File: src/rtl/out_bcd.sv
// SAP-1 output stage: OUT register, sequential double-dabble binary-to-BCD
// converter (one shift per clock) and a 3-digit active-low 7-segment scanner.
// Optional feature macro: OUT_SIGNED_EN (two's-complement display with "-").
module out_bcd #(
  parameter int unsigned SCAN_DIV = 1024
) (
  input  logic        clk_i,
  input  logic        rstn_i,
  input  logic        ld_i,
  input  logic [7:0]  bus_i,
  output logic [7:0]  out_o,
  output logic [11:0] bcd_o,
  output logic        neg_o,
  output logic        busy_o,
  output logic        valid_o,
  output logic [6:0]  seg_o,
  output logic [2:0]  an_o
);

  localparam int unsigned PW = (SCAN_DIV > 1) ? $clog2(SCAN_DIV) : 1;
  localparam logic [PW-1:0] PrescLast = PW'(SCAN_DIV - 1);

  typedef enum logic [0:0] {StIdle, StShift} state_t;

  state_t        state_q, state_d;
  logic [7:0]    out_q;
  logic [19:0]   sh_q;      // {bcd scratch[11:0], binary[7:0]}
  logic [2:0]    cnt_q;
  logic [11:0]   bcd_q;
  logic          neg_q;
  logic          valid_q;
  logic [PW-1:0] presc_q;
  logic [1:0]    dig_q;

  logic [7:0]    mag;
  logic          sign;
  logic [19:0]   adj;
  logic [19:0]   sh_next;
  logic          last_shift;

  // Magnitude fed into the shifter and the sign latched with the result.
`ifdef OUT_SIGNED_EN
  assign mag  = bus_i[7] ? (~bus_i + 8'd1) : bus_i;
  assign sign = out_q[7];
`else
  assign mag  = bus_i;
  assign sign = 1'b0;
`endif

  // Double-dabble step: add 3 to each BCD nibble >= 5, then shift left.
  always_comb begin
    adj = sh_q;
    for (int i = 0; i < 3; i++) begin
      if (sh_q[8 + 4*i +: 4] >= 4'd5) begin
        adj[8 + 4*i +: 4] = sh_q[8 + 4*i +: 4] + 4'd3;
      end
    end
    sh_next = adj << 1;
  end

  assign last_shift = (state_q == StShift) && (cnt_q == 3'd7);

  // FSM state register.
  always_ff @(posedge clk_i) begin
    if (!rstn_i) begin
      state_q <= StIdle;
    end else begin
      state_q <= state_d;
    end
  end

  // FSM next state: a load always (re)starts a conversion.
  always_comb begin
    state_d = state_q;
    unique case (state_q)
      StIdle: begin
        if (ld_i) state_d = StShift;
      end
      StShift: begin
        if (ld_i) begin
          state_d = StShift;
        end else if (cnt_q == 3'd7) begin
          state_d = StIdle;
        end
      end
      default: state_d = StIdle;
    endcase
  end

  // Datapath: OUT register, shifter and result latch.
  always_ff @(posedge clk_i) begin
    if (!rstn_i) begin
      out_q   <= 8'd0;
      sh_q    <= 20'd0;
      cnt_q   <= 3'd0;
      bcd_q   <= 12'd0;
      neg_q   <= 1'b0;
      valid_q <= 1'b1;
    end else if (ld_i) begin
      out_q   <= bus_i;
      sh_q    <= {12'd0, mag};
      cnt_q   <= 3'd0;
      valid_q <= 1'b0;
    end else if (state_q == StShift) begin
      sh_q  <= sh_next;
      cnt_q <= cnt_q + 3'd1;
      if (last_shift) begin
        bcd_q   <= sh_next[19:8];
        neg_q   <= sign;
        valid_q <= 1'b1;
      end
    end
  end

  // Display scan: prescaler and digit index, free-running.
  always_ff @(posedge clk_i) begin
    if (!rstn_i) begin
      presc_q <= '0;
      dig_q   <= 2'd0;
    end else if (presc_q == PrescLast) begin
      presc_q <= '0;
      dig_q   <= (dig_q == 2'd2) ? 2'd0 : dig_q + 2'd1;
    end else begin
      presc_q <= presc_q + 1'b1;
    end
  end

  logic [3:0] nib;

  // Output decode: digit select and 7-segment pattern, active-low.
  always_comb begin
    an_o = 3'b111;
    nib  = 4'd0;
    unique case (dig_q)
      2'd0: begin an_o = 3'b110; nib = bcd_q[3:0];  end
      2'd1: begin an_o = 3'b101; nib = bcd_q[7:4];  end
      2'd2: begin an_o = 3'b011; nib = bcd_q[11:8]; end
      default: begin an_o = 3'b111; nib = 4'hf; end
    endcase
    case (nib)
      4'd0:    seg_o = 7'b1000000;
      4'd1:    seg_o = 7'b1111001;
      4'd2:    seg_o = 7'b0100100;
      4'd3:    seg_o = 7'b0110000;
      4'd4:    seg_o = 7'b0011001;
      4'd5:    seg_o = 7'b0010010;
      4'd6:    seg_o = 7'b0000010;
      4'd7:    seg_o = 7'b1111000;
      4'd8:    seg_o = 7'b0000000;
      4'd9:    seg_o = 7'b0010000;
      default: seg_o = 7'b1111111;
    endcase
`ifdef OUT_SIGNED_EN
    if ((dig_q == 2'd2) && neg_q && (bcd_q[11:8] == 4'd0)) begin
      seg_o = 7'b0111111;
    end
`endif
  end

  assign out_o   = out_q;
  assign bcd_o   = bcd_q;
  assign neg_o   = neg_q;
  assign busy_o  = (state_q == StShift);
  assign valid_o = valid_q;

endmodule

File: config.mk
export PLATFORM = sky130hd
export DESIGN_NAME = out_bcd
export DESIGN_NICKNAME = d
export VERILOG_FILES = /design/src/rtl/out_bcd.sv
export SDC_FILE = /design/constraint.sdc
export NUM_CORES = 1
export LEC_CHECK = 0
export BUFFER_PORTS_ARGS = -buffer_cell sky130_fd_sc_hd__buf_2
export CAP_MARGIN = 20
export CORE_MARGIN = 2
export CORE_UTILIZATION = 45
export DETAILED_ROUTE_END_ITERATION = 8
export PLACE_DENSITY_LB_ADDON = 0.12
export SYNTH_ARGS = -nofsm -noshare
export SYNTH_HDL_FRONTEND = slang
export SYNTH_SLANG_ARGS = --single-unit
File: constraint.sdc
create_clock -name clk_i -period 2.5 [get_ports clk_i]
set_input_delay 0.5 -clock clk_i [delete_from_list [all_inputs] [get_ports clk_i]]
set_output_delay 0.5 -clock clk_i [all_outputs]
set_load 0.02 [all_outputs]
# == Word-level counts from Yosys, hierarchy flattened ==
# Memory sizes are Yosys's and may differ from the RTL's.
# Cells that the tools add are included.
# classes
n_lt_le_gt_ge,3
eq_ne,4
mux,15
multipliers,0
div_mod_pow,0
n_addsub,6
shift,0
bitwise_logic,3
reduce_logical,8
# ops
cell,n
$mux 8,2
$ge 4x3->1 const B,3
$pmux 4 s3,1
$add 10x1->10 const B,1
$eq 10x10->1 const B,1
$pmux 3 s3,1
$add 4x2->4 const B,2
$mux 4,2
$mux 1,6
$reduce_bool 2->1,2
$reduce_or 2->1,2
$add 3x1->3 const B,1
$add 3x2->3 const B,1
$eq 3x3->1 const B,1
$mux 3,1
$not 1->1,3
$reduce_and 3->1,1
$add 2x1->2 const B,1
$eq 2x1->1 const B,1
$eq 2x2->1 const B,1
$logic_not 2->1,1
$mux 2,1
$pmux 1 s2,1
$reduce_and 2->1,1
$logic_and 1x1->1,1
# word_totals
output_inout_bits,33
word_cells,49
ramBits,0
rom_bits,112
n_memories,1
latch_bits,0
input_bits,11
regBits,57
# mem_list
name,words,width,read_ports,rd_ports_with_merged_regs,wr,line_no,rtl
(no name shown),16,7,1,0,0,140,case (nib)

# == Depth between registers and ports, before layout ==
# Gate-level depths: netlist (run 1).
# logic_depth
depth_word,5
mapped_depth,8
depth_no_buf,7

# == Worst setup path before layout (run 1) ==
# OpenSTA, ideal clock, no wires.
# synth_path
path_kind,register to output
from,reg dig_q[1]
to,out seg_o[1]
t_arrival_ps,1652
path_stages_with_launch,6
n_path_buf,1
required_time_ps,2000
slack_ps,348
path_cell_list,dfxtp_1 > buf_6 > mux2_4 > o22a_4 > ha_1 > o22ai_1
# synth_via
elab_chain_len,3
word_cells_on_any_way,5
cone_classes,eq/ne (2); mux (1); reduce/logical (1); memory (1)
# synth_lines
item,line_no,rtl
from (decl),33,logic [1:0] dig_q;
from (signal assigned),122,dig_q <= (dig_q == 2'd2) ? 2'd0 : dig_q + 2'd1;
"$eq 2x2->1, or another cell as far along",134,unique case (dig_q)
$pmux 4 s3 *,134,
$mem_v2 16x7 *,--,
to (decl),16,"output logic [6:0] seg_o,"
# Mark *: on every way between the ends. The rest lies on a longest branch, timed or not.

# == Final worst setup path (run 1) ==
# layout_path
from,reg dig_q[1]
to,out seg_o[0]
# Same word-level chain as after synthesis.

==> metrics.txt, run 1 <==
FF-to-FF End presc_q[5]; RSZ-0062 raised after global routing false; Area Growth Syn to Fin 15.3%; CTS Buffer Depth 2; Buffers on Ports 42; full die area 0.00686 mm^2; Hold Path Class input port to flop; Placer Congestion 0.738; synth cell count leaders 57 x dfxtp_1, 39 x nand2_1, 25 x mux2i_1; clock-pin slew on the worst setup and hold paths 60 ps; ANT cells 0; worst slew pin tran 601 ps; Post-synth top flop dfxtp_1; slowest stage cell, crit path dfxtp_4; fmax 412 MHz; initial antenna violation count 0; Post-Route Setup TNS 0 ps; Worst EP required 2000 ps; crit end category output port; depth of the worst register-to-register path 6; H-tree depth 3; clk sink count 57; syn_nets 332; routed vias/inst 4.99; CTS Buf Count 9; FF-to-FF setup slack 770 ps; Nets 374; top-count cell post-synth dfxtp_1; layout cells sized above 1 20.3%; starting density of the core 47.0%; max_slew headroom 59.9%; Die Ht 82.8 um; Detailed Routing Iterations Pass 1 4; Tcrit/Tclk final 97.0%; FF-to-FF Start presc_q[0]; CP Launch Type flop; distinct cell type count after synthesis 45; final antenna-violating net count 0; Crit Path Max Fanout 7; DR WL/cell 12.7 um; sequential standard cell area 0.00115 mm^2; Leak 1.41 nW; endpoints failing setup 0; max-slew violations 0; CP max stage delay 390 ps; DRC viols 0; EDFF count, synth 0; sequential area share after synthesis 40.8%; Detailed Route WL 5.48 mm; fin crit period 2430 ps; total gr overflow 0; largest net degree at the start of global routing 39; Design Area, Final 0.00322 mm^2; fill cell count 568; status complete, no violations; Synth Register Bits 57; hold depth 3; DP Area 0.00305 mm^2; Die Width 82.8 um; final setup skew 6.68 ps; Worst Hold Path EP sh_q[0]; WP data arrival 1930 ps; min-delay src bus_i[0]; Syn Area/Cell 9.05 um^2; hold_ws 434 ps; P per Cell Area 557 mW/mm^2; first-pass GRT wire length 9.33 mm; total number of vias 2147; CTS tree built; I/O pins 44; worst path cell trace mux2_4 -> o22a_4 -> nor2_8 -> mux2i_2 -> a21o_1 -> buf_2; cell count after synthesis 309; Synth area leaders dfxtp_1 41%, mux2i_1 8.9%, ha_1 5.4%; Synth area leader dfxtp_1; Max Cap Viol 0; GRT Total Usage 16.7%; multi-input combinational cell area 0.00153 mm^2; Crit path max-delay family multiplexers; number of global-route vias before repair 1971; DRT iter0 DRCs 92; clk root buf clkbuf_8; row cnt 28; critical path depth in cells 6; synth warn 0; Async SR Flop Fraction 0%; maximum vdd drop 0.000297 V; clock latency on the worst-skew pair 330 ps; floorplan core area 0.00596 mm^2; share of the synthesized area in the top cell type 40.8%; Crit Path Class flop to output port; HPWL Detailed 3.84 mm; Fin. Hold Viols 0; synthesized area 0.00280 mm^2; WP buf/inv 1; Post-CTS Hold Buffers 0
state kept, by name, indices dropped and copies added (netlist names):
name	flops
cnt_q	3
valid_o	1
busy_o	1
presc_q	10
sh_q	20
out_o	8
bcd_o	12
dig_q	2
metal layers:
metal / wire length, um / track usage [%]
met5: 0 / 0
met4: 124 / 8.49
met3: 156 / 4.27
met2: 2410 / 25.5
met1: 2790 / 21.7
layout by cell type (no fill, tap or decap), types with 5 or more instances in the layout:
master,instances
dfxtp_1,55
buf_2,42
nand2_1,39
mux2i_1,24
nor2_1,21
a21oi_1,17
nand2b_1,14
o21ai_0,13
ha_1,12
inv_1,10
and2_1,10
clkbuf_8,10
a21boi_0,9
a21boi_1,8
xnor2_1,8
nand3_1,7
buf_4,5
power breakdown:
| group | total [mW] | switching [mW] | internal, mW |
|---|---|---|---|
| logic | 0.123 | 0.0679 | 0.0552 |
| registers | 0.949 | 0.0182 | 0.931 |
| clock network | 0.723 | 0.345 | 0.378 |
how the worst max path moves through the flow:
stage,to,from
floorplan,seg_o[1],dig_q[1]
global placement,seg_o[1],dig_q[1]
detailed placement,seg_o[3],dig_q[1]
CTS,seg_o[1],dig_q[0]
global route,seg_o[0],dig_q[1]
finish,seg_o[0],dig_q[1]
kinds of logic after synthesis:
group,synth area share (%)
AND/OR/NAND/NOR,19.6
XOR/XNOR,3.45
flip-flops,40.8
multiplexers,10.0
buffers and inverters,4.52
adder cells (fa/ha/maj),5.37
AO/OA/AOI/OAI,16.1
other,0.134
metrics by stage:
stage / util [%] / worst slack [ps] / instances / power [mW]
after detailed placement: 51.1 / 261 / 414 / 1.10
after global routing: 54.1 / 7.07 / 430 / 1.88
final: 54.1 / 73.9 / 430 / 1.80
after CTS: 53.9 / 24.7 / 429 / 1.83
after global placement: 51.1 / 305 / 414 / 1.09
after floorplan: - / 348 / 309 / 1.06
layout make-up:
class	count	area share (%)
flip-flops and latches	57	35.5
clock buffers	12	4.50
repair buffers	47	7.68
inverters	11	1.28
well taps	75	2.91
clock inverters	3	0.543
multi-input cells	225	47.5
worst min-delay path: cells and delay by family:
kind | cells | cell delay, ps
AND/OR/NAND/NOR | 1 | 70
buffers and inverters | 1 | 100
AO/OA/AOI/OAI | 1 | 60
what timing repair did:
action,in CTS,in global routing
pin swaps,0,1
buffers inserted,0,1
setup endpoints to repair,6,4
resized for setup,2,2
Power figures use the tool's default switching activity.
==> run 2: changes to the inputs <==
- CORE_UTILIZATION: 45 -> 56
==> run 2 against run 1 <==
Against the previous run: routed wire length shrank 1.9%; via count grew 0.51%; register-to-register slack lost 30 ps; clock skew grew 1.0 ps; die area shrank 19%; critical path type unchanged; largest power group is now clock.
==> metrics.txt, run 2 (synthesis results as in run 1) <==
status complete, no violations; HPWL Detailed 3.61 mm; Placer Congestion 0.748; maximum vdd drop 0.000455 V; most common cell after layout, fill and taps aside dfxtp_1; clock-pin slew on the worst setup and hold paths 70 ps; Nets 373; WL met1 2.58 mm; worst path cell trace mux2_4 -> o22a_4 -> nor2_8 -> mux2i_2 -> a21o_1 -> buf_4; Worst EP required 2000 ps; Die Width 74.7 um; Hold Path Class input port to flop; final setup skew 7.71 ps; DRC viols 0; number of global-route vias before repair 2053; Max Cap Viol 0; total number of vias 2158; Largest Register sh_q; CTS Buf Count 9; row cnt 25; largest net degree at the start of global routing 39; FF-to-FF Start presc_q[0]; fmax 410 MHz; Post-CTS Hold Buffers 0; Worst Hold Path EP sh_q[0]; Design Area, Final 0.00330 mm^2; Routed met3 length 229 um; clk root buf clkbuf_8; Crit path max-delay family multiplexers; Leak 1.44 nW; RSZ-0062 raised after global routing false; max_slew headroom 62.9%; clk sink count 57; floorplan core area 0.00475 mm^2; depth of the worst register-to-register path 6; P per Cell Area 623 mW/mm^2; initial antenna violation count 0; crit end category output port; Crit Path Class flop to output port; Tcrit/Tclk final 97.5%; max-slew violations 0; DR WL/cell 12.7 um; CP Launch Type flop; slowest stage cell, crit path dfxtp_4; Fin. Hold Viols 0; FF-to-FF End dig_q[1]; H-tree depth 3; starting density of the core 58.8%; routed vias/inst 5.11; CTS tree built; FF-to-FF setup slack 740 ps; DRT iter0 DRCs 86; final antenna-violating net count 0; WP buf/inv 1; Largest register FFs 20; Detailed Routing Iterations Pass 1 4; Detailed Route WL 5.38 mm; endpoints failing setup 0; Buffers on Ports 42; Crit Path Max Fanout 6; clock latency on the worst-skew pair 340 ps; total gr overflow 0; Die Ht 74.7 um; ANT cells 0; fin crit period 2440 ps; WP data arrival 1940 ps; Top Layer Used met4; min-delay src bus_i[0]; CP max stage delay 400 ps; most frequent cells in the layout 55 x dfxtp_1, 39 x nand2_1, 39 x buf_2; GRT Total Usage 21.3%; DP Area 0.00303 mm^2; I/O pins 44; Worst Setup SP dig_q[1]; Area Growth Syn to Fin 17.9%; first-pass GRT wire length 9.01 mm; Post-Route Setup TNS 0 ps; wire length on met2 2.49 mm; CTS Buffer Depth 2; hold depth 3; worst slew pin tran 557 ps; layout cells sized above 1 21.1%; fill cell count 404; full die area 0.00557 mm^2
run 2: changes by cell type in the layout (fill, tap and decap cells not counted), sizes merged:
| cell | delta |
|---|---|
| bufinv | +2 |
| buf | -1 |
| clkbuf | -1 |
run 2: worst max-delay path by stage:
stage                          end  cells after the start
after floorplan           seg_o[1]                      5
after global placement    seg_o[1]                      5
after detailed placement  seg_o[0]                      6
after CTS                 seg_o[1]                      6
after global routing      seg_o[1]                      5
final                     seg_o[3]                      6
run 2: layout make-up:
class                      count  area (um^2)  area share [%]
tap                           67         83.8            2.54
multi-input combinational    225         1550            47.0
clock inverter                 5         77.6            2.35
timing repair buffer          46          248            7.51
sequential                    57         1150            34.8
inverter                      11         41.3            1.25
clock buffer                  11          151            4.59
run 2: worst register-to-register path: stages (launching register included):
cell,delay (ps)
dfxtp_1,380
ha_1,200
and3_1,210
and4_1,270
nand4_1,240
mux2i_1,190
and2_1,160
run 2: what timing repair did:
item                                    in CTS  in global routing
resized for setup                            2                  7
buffers inserted                             0                  1
gates cloned                                 0                  0
pin swaps                                    0                  1
endpoints found under the setup margin       6                  5
run 2: stage by stage:
| step | total power [mW] | std cells | worst slack (ps) | hold slack (ps) | utilization (%) |
|---|---|---|---|---|---|
| 3_5_place_dp | 1.09 | 405 | 255 | 452 | 63.7 |
| 6_report | 2.05 | 422 | 62.7 | 430 | 69.3 |
| 2_1_floorplan | 1.06 | 309 | 348 | 426 | - |
| 5_1_grt | 2.13 | 422 | 3.14 | 449 | 69.3 |
| 4_1_cts | 2.07 | 421 | 10.6 | 430 | 68.6 |
| 3_3_place_gp | 1.09 | 405 | 307 | 443 | 63.7 |
run 2: metal layers:
layer / vias to the layer above / GRT usage, %
li1: 1128 / -
met5: - / 0
met4: 0 / 7.74
met1: 979 / 25.6
met3: 10 / 6.16
met2: 41 / 36.2
run 2: power by group:
part           internal (mW)  switching, mW
Combinational         0.0542         0.0669
Sequential             0.931         0.0191
Clock                  0.612          0.372
